===== src/rtl/corridor_plant.sv =====
// Corridor environment model for the passageway monitor: Mealy look-ahead observations of the next state.
// Optional fault injection is built only when CORRIDOR_FAULT_INJ_EN is defined.
module corridor_plant #(
   parameter int unsigned NZONES       = 10,
   parameter int unsigned DOOR_HOLD    = 4,
   parameter int unsigned STEP_LIMIT   = 255,
   parameter int unsigned FAULT_PERIOD = 100
) (
   input  logic                            clk,
   input  logic                            rst_n,
   input  logic                            act_valid,
   input  logic                            up,
   input  logic                            right,
   output logic [NZONES-1:0]               zone,
   output logic                            open,
   output logic                            doorstep,
   output logic                            fault,
   output logic                            at_goal,
   output logic                            timeout,
   output logic [$clog2(STEP_LIMIT+1)-1:0] steps
);

   localparam int unsigned ZW = (NZONES > 1) ? $clog2(NZONES) : 1;
   localparam int unsigned HW = (DOOR_HOLD > 1) ? $clog2(DOOR_HOLD) : 1;
   localparam int unsigned SW = $clog2(STEP_LIMIT + 1);

   typedef enum logic [1:0] {CLOSED, OPEN, DSTEP, GOAL} mode_t;

   mode_t          mode_q, mode_d;
   logic [ZW-1:0]  zidx_q, zidx_d;
   logic [HW-1:0]  hold_q, hold_d;
   logic [SW-1:0]  steps_q, steps_d;
   logic           at_goal_q, timeout_q, fault_q;

   always_comb begin
      mode_d  = mode_q;
      zidx_d  = zidx_q;
      hold_d  = hold_q;
      steps_d = steps_q;
      if (act_valid) begin
         if (steps_q != SW'(STEP_LIMIT)) steps_d = steps_q + 1'b1;
         case (mode_q)
            CLOSED: begin
               if (!up && right) begin
                  mode_d = OPEN;
                  hold_d = '0;
               end
            end
            OPEN: begin
               if (up) begin
                  mode_d = CLOSED;
               end else if (right) begin
                  mode_d = DSTEP;
               end else if (hold_q == HW'(DOOR_HOLD - 1)) begin
                  mode_d = CLOSED;
                  hold_d = '0;
               end else begin
                  hold_d = hold_q + 1'b1;
               end
            end
            DSTEP: begin
               mode_d = OPEN;
               hold_d = '0;
               if (right) begin
                  zidx_d = zidx_q + 1'b1;
                  if (zidx_q == ZW'(NZONES - 2)) mode_d = GOAL;
               end else if (zidx_q != '0) begin
                  zidx_d = zidx_q - 1'b1;
               end
            end
            GOAL: begin
            end
            default: begin
            end
         endcase
      end
   end

   // Decoding next state gives look-ahead when act_valid is high and current state otherwise.
   always_comb begin
      zone     = rst_n ? (NZONES'(1) << zidx_d) : NZONES'(1);
      open     = rst_n && (mode_d != CLOSED);
      doorstep = rst_n && (mode_d == DSTEP);
      fault    = rst_n && fault_q;
   end

   always_ff @(posedge clk) begin
      if (!rst_n) begin
         mode_q    <= CLOSED;
         zidx_q    <= '0;
         hold_q    <= '0;
         steps_q   <= '0;
         at_goal_q <= 1'b0;
         timeout_q <= 1'b0;
      end else begin
         mode_q    <= mode_d;
         zidx_q    <= zidx_d;
         hold_q    <= hold_d;
         steps_q   <= steps_d;
         at_goal_q <= (mode_d == GOAL);
         if (steps_d == SW'(STEP_LIMIT)) timeout_q <= 1'b1;
      end
   end

`ifdef CORRIDOR_FAULT_INJ_EN
   logic [15:0] fcnt_q, fcnt_d;

   always_comb begin
      fcnt_d = fcnt_q;
      if (act_valid && (fcnt_q != '1)) fcnt_d = fcnt_q + 1'b1;
   end

   always_ff @(posedge clk) begin
      if (!rst_n) begin
         fcnt_q  <= '0;
         fault_q <= 1'b0;
      end else begin
         fcnt_q <= fcnt_d;
         if (fcnt_d == 16'(FAULT_PERIOD)) fault_q <= 1'b1;
      end
   end
`else
   logic unused_fault_period;
   assign unused_fault_period = ^FAULT_PERIOD;
   assign fault_q = 1'b0;
`endif

   assign at_goal = at_goal_q;
   assign timeout = timeout_q;
   assign steps   = steps_q;

endmodule


===== config.mk =====
export PLATFORM = sky130hd
export DESIGN_NAME = corridor_plant
export DESIGN_NICKNAME = d
export VERILOG_FILES = /design/src/rtl/corridor_plant.sv
export SDC_FILE = /design/constraint.sdc
export NUM_CORES = 1
export LEC_CHECK = 0
export BUFFER_PORTS_ARGS = -buffer_cell sky130_fd_sc_hd__buf_2
export CORE_ASPECT_RATIO = 1.5
export CORE_MARGIN = 1.5
export CORE_UTILIZATION = 58
export DETAILED_ROUTE_END_ITERATION = 10
export PLACE_DENSITY = 0.84
export SLEW_MARGIN = 30
export SYNTH_ARGS = -nofsm -noshare
export SYNTH_HDL_FRONTEND = slang
export SYNTH_SLANG_ARGS = --single-unit

===== constraint.sdc =====
create_clock -name clk -period 6.7 [get_ports clk]
set_input_delay 1.34 -clock clk [delete_from_list [all_inputs] [get_ports clk]]
set_output_delay 1.34 -clock clk [all_outputs]
set_load 0.02 [all_outputs]

==> reports/results.ini <==
[run_status]
status=completed

[timing]
rsz0062_at_grt=no
tightest_slew_ns=0.5002
finalCritPeriodShare_pct=63.97
setup_violations=0
slew_headroom_pct=66.41
fin_setup_tns_ns=0
fin_skew_ns=0.007277
min_period_ns=4.286
max_freq_mhz=233.3
final_max_slew_viol_count=0
hold_viol=0

[layout]
syn_to_final_growth_pct=9.401
design_area_mm2=0.001441
antenna_cells=0
nNetsFinal=195
final_layout_size_suffix_gt1_share_pct=23.37

[critical_path]
timing.rr.start=steps[0]
required_ns=5.36
rr_worst_depth=5
cp.arrival_ns=2.95
crit_type=in2out
timing.critical_path.to=zone[2]
critPathMaxFanout=9
r2r_setup_slack_ns=4.68
worst_setup_path_end_kind=primary output
start_kind=primary input
reg2reg_to=timeout
worstSetupStartpoint=right

[floorplan]
core_area_mm2=0.002181
die_h_um=61.38
start_util_pct=60.41
die_x_um=41.92
ios=28
die_area_mm2=0.002573
rows=21

[global_route]
grt_first_pass_wirelength_um=5009
grt-ovfl-total=0
grt_max_degree=14
antenna_found_initial=0
grtUsageTotal_pct=25.06
grt_pass1_vias=1234

[detailed_routing]
drt_iter0_drc=52
final_antenna_net_count=0
avgViaCountPerCell=6.242
vias=1292
post-route-drc-count=0
firstDrtPassIters=4
drt-total-wl_um=3060
wl_per_cell_um=14.78

[yosys]
synth.ff_latch_count=18
yosysSeqAreaShare_pct=27.35
synth_nets=173
synth-edff-count=0
syn_avg_cell_area_um2=8.034
synthArstFlopShare_pct=0
synth_top_flop_cell=dfxtp_1
synth_area_mm2=0.001318
yosysUniqueCellTypes=57
synth_cells=164
ys.warnings.count=0

[worst_hold_path]
holdCritStartpoint=timeout
min_path_type=reg2reg

[clock_tree]
cts_sinks=18
ctsHoldBuffers=0
cts_tree=yes
post_cts_resized=0
cts_inserted_buffers=3
insertion_delay_ns=0.29
clk_pin_slew_worst_paths_ns=0.10
cts_buffer_depth=2
htree_levels=1
clock-root-buffer=clkbuf_4
post_cts_buffers=0

[placement]
dp_hpwl_um=2304
io_buffers=26
globalplace.congestion=0.9345
place_area_mm2=0.001419

[power_and_ir_drop]
power.leakage_nw=0.5978
cellPowerDensity_mw_per_mm2=140.9
irDropWorstVdd_mv=0.1246

[flow_run]
drv_cap=0

-- cell type report --
type | instances | area [µm²]
well taps | 23 | 28.78
repair buffers | 26 | 130.1
inverters | 7 | 26.28
clock buffers | 3 | 22.52
fillers | 197 | 739.5
multi-input cells | 130 | 873.3
flip-flops and latches | 18 | 360.3
-- kinds of logic (layout without fill, tap and decap cells) --
logic type / Yosys count / after routing / share of synthesized area [%]
AO/OA/AOI/OAI: 38 / 38 / 21.37
XOR/XNOR: 4 / 4 / 2.660
adder cells (fa/ha/maj): 4 / 4 / 3.799
buffers and inverters: 16 / 36 / 6.363
flip-flops: 18 / 18 / 27.35
multiplexers: 3 / 3 / 2.279
other: 1 / 1 / 0.2846
AND/OR/NAND/NOR: 80 / 80 / 35.90
-- through the flow --
step	hold WS (ns)	setup WS, ns	utilization [%]	cells	total power, mW
finish	0.4647	2.414	66.09	207	0.2031
floorplan	0.4356	2.428	-	164	0.1449
CTS	0.4619	2.413	66.09	207	0.2060
detailed placement	0.4343	2.421	65.06	204	0.1529
global route	0.5026	2.278	66.09	207	0.2139
global placement	0.4430	2.458	65.06	204	0.1518
-- Yosys cell counts (3+ instances only) --
cell,n,area [µm²]
xnor2_1,3,26.28
a21o_1,3,22.52
o21ai_1,3,15.01
o21a_1,3,22.52
mux2i_1,3,30.03
nor3_1,9,45.04
o21ai_0,7,35.03
nand2_1,11,41.29
nand2b_1,6,37.54
inv_1,6,22.52
and2_1,4,25.02
dfxtp_1,18,360.4
a21oi_1,5,25.02
ha_1,4,50.05
buf_2,4,20.02
nand3_1,10,50.05
nand4b_1,3,26.28
nor2_1,14,52.55
nor3b_1,4,30.03
-- report_power, final --
part	internal (mW)	switching (mW)
combinational	0.0141	0.0227
sequential	0.109	0.00457
clock	0.0209	0.0315
total	0.144	0.0587
-- cell usage in the layout, fill, tap and decap left out, drive strengths merged, types with 2 or more instances in the layout --
| cell | instances |
|---|---|
| a21o | 3 |
| a21oi | 7 |
| a311oi | 2 |
| and2 | 4 |
| buf | 26 |
| clkbuf | 3 |
| dfxtp | 18 |
| ha | 4 |
| inv | 7 |
| mux2i | 3 |
| nand2 | 12 |
| nand2b | 6 |
| nand3 | 10 |
| nand3b | 2 |
| nand4 | 2 |
| nand4b | 3 |
| nor2 | 14 |
| nor3 | 9 |
| nor3b | 5 |
| nor4b | 2 |
| o211ai | 2 |
| o21a | 3 |
| o21ai | 11 |
| or2 | 2 |
| xnor2 | 3 |
-- worst min path at each step --
stage / end / slack (ns) / depth (start not counted)
floorplan: hold_q[1] / 0.44 / 2
global placement: hold_q[1] / 0.44 / 2
detailed placement: timeout / 0.43 / 2
CTS: timeout / 0.46 / 2
global route: hold_q[1] / 0.50 / 2
finish: timeout / 0.46 / 2
-- registers in the layout, summed over array words and instances (netlist names) --
register  count
steps         8
zidx_q        4
hold_q        2
mode_q        2
at_goal       1
timeout       1
-- per-layer routing --
| metal | vias to the layer above | wire length (µm) | GRT usage [%] |
|---|---|---|---|
| met5 | - | 0 | 0 |
| met4 | 0 | 46 | 12.44 |
| met3 | 6 | 109 | 2.346 |
| met2 | 30 | 1678 | 49.78 |
| met1 | 620 | 1225 | 26.26 |
| li1 | 636 | - | - |
-- worst max-delay path: stages --
cell     delay (ns)
buf_2          0.16
or4_4          0.52
a21o_1         0.21
nand2_2        0.11
nand4_2        0.16
and4b_1        0.29
buf_2          0.16
Note: power is estimated with default switching activity, not from simulation.
